### config.mk
export PLATFORM = sky130hd
export DESIGN_NAME = fetch_unit_flat
export DESIGN_NICKNAME = d
export VERILOG_FILES = /design/src/rtl/fetch_unit_if.sv /design/src/rtl/fetch_unit.sv /design/src/flat_wrapper.sv
export SDC_FILE = /design/constraint.sdc
export NUM_CORES = 1
export LEC_CHECK = 0
export BUFFER_PORTS_ARGS = -buffer_cell sky130_fd_sc_hd__buf_2
export CORE_MARGIN = 5
export CORE_UTILIZATION = 45
export CTS_BUF_LIST = sky130_fd_sc_hd__clkbuf_16
export CTS_CLUSTER_DIAMETER = 150
export DETAILED_ROUTE_END_ITERATION = 7
export HOLD_SLACK_MARGIN = 0.15
export PLACE_DENSITY = 0.85
export SYNTH_ARGS = -nofsm -noshare
export SYNTH_HDL_FRONTEND = slang
export SYNTH_SLANG_ARGS = --single-unit
export TNS_END_PERCENT = 5
### constraint.sdc
create_clock -name clk -period 2.6 [get_ports clk]
set_clock_uncertainty 0.1 [all_clocks]
set_input_delay 0.52 -clock clk [delete_from_list [all_inputs] [get_ports clk]]
set_output_delay 0.52 -clock clk [all_outputs]
set_load 0.01 [all_outputs]
### src/rtl/fetch_unit_if.sv
// Instruction-memory handshake bundle between the fetch unit (master) and the
// instruction memory (slave).
interface fetch_unit_if #(
  parameter int PC_W   = 8,
  parameter int INST_W = 16
);
  logic              req;
  logic [PC_W-1:0]   addr;
  logic              ack;
  logic [INST_W-1:0] data;

  modport master (output req, output addr, input ack, input data);
  modport slave  (input req, input addr, output ack, output data);
endinterface

### src/rtl/fetch_unit.sv
// Instruction fetch unit: IDLE/FETCH/HOLD/HALT sequencer with jump/branch PC update.
// Optional feature macro: FETCH_HALT_EN (retiring OP=4'hF parks the unit in HALT).
module fetch_unit #(
  parameter int PC_W   = 8,
  parameter int INST_W = 16
) (
  input  logic              clk,
  input  logic              rst_n,
  fetch_unit_if.master      imem,
  input  logic              stall,
  input  logic              jump,
  input  logic              branch,
  output logic [INST_W-1:0] inst,
  output logic [3:0]        op,
  output logic              inst_valid,
  output logic [PC_W-1:0]   pc,
  output logic              halted
);

  localparam logic [1:0] ST_IDLE  = 2'd0;
  localparam logic [1:0] ST_FETCH = 2'd1;
  localparam logic [1:0] ST_HOLD  = 2'd2;
  localparam logic [1:0] ST_HALT  = 2'd3;

  localparam logic [PC_W-1:0] PC_ONE = {{(PC_W-1){1'b0}}, 1'b1};

  logic [1:0]        state_r;
  logic [1:0]        state_nxt_s;
  logic [PC_W-1:0]   pc_r;
  logic [PC_W-1:0]   pc_nxt_s;
  logic [PC_W-1:0]   retire_pc_s;
  logic [INST_W-1:0] inst_r;
  logic [INST_W-1:0] inst_nxt_s;
  logic              valid_r;
  logic              valid_nxt_s;
  logic              req_r;
  logic              halt_op_s;

  function automatic logic [PC_W-1:0] sext_imm(input logic [7:0] imm);
    return PC_W'($signed(imm));
  endfunction

`ifdef FETCH_HALT_EN
  assign halt_op_s = (inst_r[15:12] == 4'hF);
`else
  assign halt_op_s = 1'b0;
`endif

  // Next-PC selection for a retiring instruction; jump outranks branch.
  always_comb begin
    if (jump) begin
      retire_pc_s = inst_r[PC_W-1:0];
    end else if (branch) begin
      retire_pc_s = pc_r + PC_ONE + sext_imm(inst_r[7:0]);
    end else begin
      retire_pc_s = pc_r + PC_ONE;
    end
  end

  // Sequencer next-state and datapath next values.
  always_comb begin
    state_nxt_s = state_r;
    pc_nxt_s    = pc_r;
    inst_nxt_s  = inst_r;
    valid_nxt_s = valid_r;
    case (state_r)
      ST_IDLE: begin
        state_nxt_s = ST_FETCH;
      end
      ST_FETCH: begin
        if (imem.ack) begin
          inst_nxt_s  = imem.data;
          valid_nxt_s = 1'b1;
          state_nxt_s = ST_HOLD;
        end else begin
          state_nxt_s = ST_FETCH;
        end
      end
      ST_HOLD: begin
        if (!stall) begin
          valid_nxt_s = 1'b0;
          // A halting instruction leaves the PC parked at its own address.
          if (halt_op_s) begin
            state_nxt_s = ST_HALT;
          end else begin
            pc_nxt_s    = retire_pc_s;
            state_nxt_s = ST_FETCH;
          end
        end else begin
          state_nxt_s = ST_HOLD;
        end
      end
      ST_HALT: begin
        state_nxt_s = ST_HALT;
      end
      default: begin
        state_nxt_s = ST_IDLE;
      end
    endcase
  end

  // State, datapath and registered request flag.
  always_ff @(posedge clk or negedge rst_n) begin
    if (!rst_n) begin
      state_r <= ST_IDLE;
      pc_r    <= {PC_W{1'b0}};
      inst_r  <= {INST_W{1'b0}};
      valid_r <= 1'b0;
      req_r   <= 1'b0;
    end else begin
      state_r <= state_nxt_s;
      pc_r    <= pc_nxt_s;
      inst_r  <= inst_nxt_s;
      valid_r <= valid_nxt_s;
      req_r   <= (state_nxt_s == ST_FETCH);
    end
  end

`ifdef FETCH_HALT_EN
  logic halted_r;

  // Registered halt indicator, mirrors entry into HALT.
  always_ff @(posedge clk or negedge rst_n) begin
    if (!rst_n) begin
      halted_r <= 1'b0;
    end else begin
      halted_r <= (state_nxt_s == ST_HALT);
    end
  end

  assign halted = halted_r;
`else
  assign halted = 1'b0;
`endif

  assign imem.req   = req_r;
  assign imem.addr  = pc_r;
  assign inst       = inst_r;
  assign op         = inst_r[15:12];
  assign inst_valid = valid_r;
  assign pc         = pc_r;

endmodule

### src/flat_wrapper.sv
// flat-port wrapper written by rule: the top's interface ports become plain ports
module fetch_unit_flat 
#(
  parameter int PC_W   = 8,
  parameter int INST_W = 16
)
  (clk, rst_n, stall, jump, branch, inst, op, inst_valid, pc, halted, imem_req, imem_addr, imem_ack, imem_data);
  fetch_unit_if #(.PC_W(PC_W), .INST_W(INST_W)) imem_i ();
  input  logic clk;
  input  logic rst_n;
  input  logic stall;
  input  logic jump;
  input  logic branch;
  output logic [INST_W-1:0] inst;
  output logic [3:0] op;
  output logic inst_valid;
  output logic [PC_W-1:0] pc;
  output logic halted;
  output wire logic [$bits(imem_i.req)-1:0] imem_req;
  output wire logic [$bits(imem_i.addr)-1:0] imem_addr;
  input wire logic [$bits(imem_i.ack)-1:0] imem_ack;
  input wire logic [$bits(imem_i.data)-1:0] imem_data;
  assign imem_req = imem_i.req;
  assign imem_addr = imem_i.addr;
  assign imem_i.ack = imem_ack;
  assign imem_i.data = imem_data;
  fetch_unit #(.PC_W(PC_W), .INST_W(INST_W)) u_core (.clk(clk), .rst_n(rst_n), .imem(imem_i), .stall(stall), .jump(jump), .branch(branch), .inst(inst), .op(op), .inst_valid(inst_valid), .pc(pc), .halted(halted));
endmodule
==> flow_summary.ini <==
[sta]
fin_crit_sh_pct = 96.8
fin_crit_ns = 2.52
fin_setup_tns_ns = 0
fin_ws_ns = 0.0833
hold_viol = 0
relSlewSlack_pct = 58.7
report.final.slew_viol_count = 0
fmax_mhz = 397
rsz0062_at_grt = true
worst_pin_slew_ns = 0.620
setup_viol = 0
whs_ns = 0.171

[placement]
dp_hpwl_um = 2940
pre_cts_ws_ns = 0.0381
portBuffers = 59
gp_congestion = 0.810

[floorplan]
coreArea_mm2 = 0.00369
row_count = 22
die_x_um = 71.7
die_height_um = 71.7
die-area_mm2 = 0.00514
io_pins = 61
start_util_pct = 46.5

[clock_network]
clk_latency_ns = 0.26
cts-buffers-inserted = 3
root_buffer = clkbuf_16
cts_htree_levels = 1
clockBufferDepth = 2
cts.clk_slew.worst_paths_ns = 0.07
cts_sinks = 28
cts_tree = done

[critical_path]
path_class = reg2reg
cp-end-kind = flip-flop
cp_data_arrival_time_ns = 2.60
worstPathRequired_ns = 2.68
setup.worst_path.start_class = flip-flop
path_max_fanout = 8

[global_route]
grt_pass1_vias = 1415
grt_max_degree = 29
antenna_found_initial = 0
overflow = 0
grt_usage_pct = 16.0
grt_pass1_wl_um = 6560

[routing]
drc = 0
ant_nets = 0
drt_iter0_markers = 45
vias = 1439
dr.pass1.iters = 4
vias_per_cell = 5.25
routed_wirelength_um = 4070
wl_per_cell_um = 14.9

[logic_synthesis]
synth_cells = 170
synth_warnings = 0
syn-num-nets = 202
syn_avg_cell_area_um2 = 10.1
ys_seq_area_share_pct = 40.9
ys_types = 38
synth-seq-cells = 28
syn_area_mm2 = 0.00171

[cells_and_area]
area.growth.synth_to_final_pct = 26.1
n_antenna_cell = 0
final_util_pct = 58.6
nets = 259
nFillCells = 317
layout_common_cells = buf_2 (59), dfrtp_1 (26), mux2_2 (16)
layout-drive-gt1-share_pct = 45.6
final_common_cell = buf_2

[pwr]
total_leakage_power_nw = 1.07
p_per_area_mw_per_mm2 = 1430
peakVddDrop_v = 0.000730

[outcome]
status = finished clean

[worst_hold_path]
hp-class = in2async

[job]
maxCapViolCount = 0
==> sequential cells by signal (all words and copies together), names as in the netlist <==
register / flops
u_core.imem.req: 1
u_core.imem.addr: 8
u_core.inst_valid: 1
u_core.inst: 16
u_core.state_r: 2
==> repair_timing <==
action | in CTS | in global routing
endpoints found under the setup margin | 1 | 1
gates resized for setup | 2 | 13
hold buffers | 0 | 0
pin swaps | 1 | 9
buffers inserted | 0 | 3
==> power by group <==
| part | leakage [nW] | switching, W | internal, W | total [W] |
|---|---|---|---|---|
| combinational | 0.695 | 0.000939 | 0.000926 | 0.00187 |
| clock | 0.0423 | 0.000143 | 0.000206 | 0.000349 |
| sequential | 0.328 | 0.000215 | 0.000652 | 0.000867 |
==> path summary, 6_finish.rpt <==
| check | cells after the start | endpoint | slack [ns] | start |
|---|---|---|---|---|
| worst max-delay path | 12 | u_core.imem.addr[7] | 0.08 | u_core.imem.addr[0] |
| worst min-delay path | 1 | u_core.inst[0] | 0.17 | rst_n |
| worst max register to register | 12 | u_core.imem.addr[7] | 0.08 | u_core.imem.addr[0] |
| worst min register to register | 2 | u_core.inst_valid | 0.38 | u_core.inst_valid |
| max in group asynchronous | 1 | u_core.imem.addr[3] | 1.79 | rst_n |
| min in group clk | 2 | u_core.inst_valid | 0.38 | u_core.inst_valid |
==> critical path, stage by stage, from the launching register on <==
cell	delay, ns
dfrtp_2	0.43
buf_4	0.17
nand2_2	0.08
nor2_4	0.05
xor2_2	0.18
buf_4	0.16
ha_1	0.21
a21oi_2	0.14
o21ai_1	0.08
or3_1	0.39
a21o_1	0.19
and2_4	0.14
o211ai_2	0.12
==> routing by layer <==
metal	global-route usage (%)	wire length, µm
met4	4.38	33
met1	21.0	1740
met2	26.2	2070
met3	3.79	228
met5	0	0
==> cells by family (layout without fill, tap and decap cells) <==
logic type	after synthesis	after routing	synth area share, %
flip-flops	28	28	40.9
multiplexers	21	21	13.4
AO/OA/AOI/OAI	35	35	12.8
adder cells (fa/ha/maj)	10	10	7.74
AND/OR/NAND/NOR	45	45	12.8
XOR/XNOR	9	9	4.60
buffers and inverters	21	77	7.52
other	1	1	0.219
==> cells in the mapped netlist (all sizes together) <==
cell	n	area (µm²)
a211oi	3	27.5
a21boi	1	7.51
a21o	4	31.3
a21oi	10	50.1
a31oi	1	6.26
and2	2	15.0
and3	2	12.5
buf	14	103
clkbuf	3	11.3
conb	1	3.75
dfrtp	28	701
fa	1	20.0
ha	9	113
inv	4	15.0
mux2	16	180
mux2i	5	50.1
nand2	16	60.1
nand2b	3	18.8
nand3	6	30.0
nand3b	2	15.0
nand4	1	6.26
nor2	8	30.0
nor2b	1	6.26
nor3	1	5.00
nor3b	1	7.51
o211ai	2	20.0
o21ai	11	55.1
o21bai	1	7.51
o22ai	1	6.26
o311ai	1	8.76
or3	2	12.5
xnor2	4	35.0
xor2	5	43.8
==> through the flow <==
step           instances  cell area (µm²)  power [W]
3_5_place_dp         267             2010    0.00259
2_1_floorplan        170             1720    0.00211
6_report             274             2160    0.00308
4_1_cts              271             2090    0.00298
3_3_place_gp         267             2010    0.00253
5_1_grt              274             2160    0.00334
==> cell type report <==
class	instances	area [µm²]	share of cell area (%)
Clock buffer	3	75.1	3.47
Inverter	4	15.0	0.694
Multi-Input combinational cell	121	931	43.1
Timing Repair Buffer	69	374	17.3
Clock inverter	1	3.75	0.174
Sequential cell	28	703	32.5
Tap cell	48	60.1	2.78
Power figures use the tool's default switching activity.
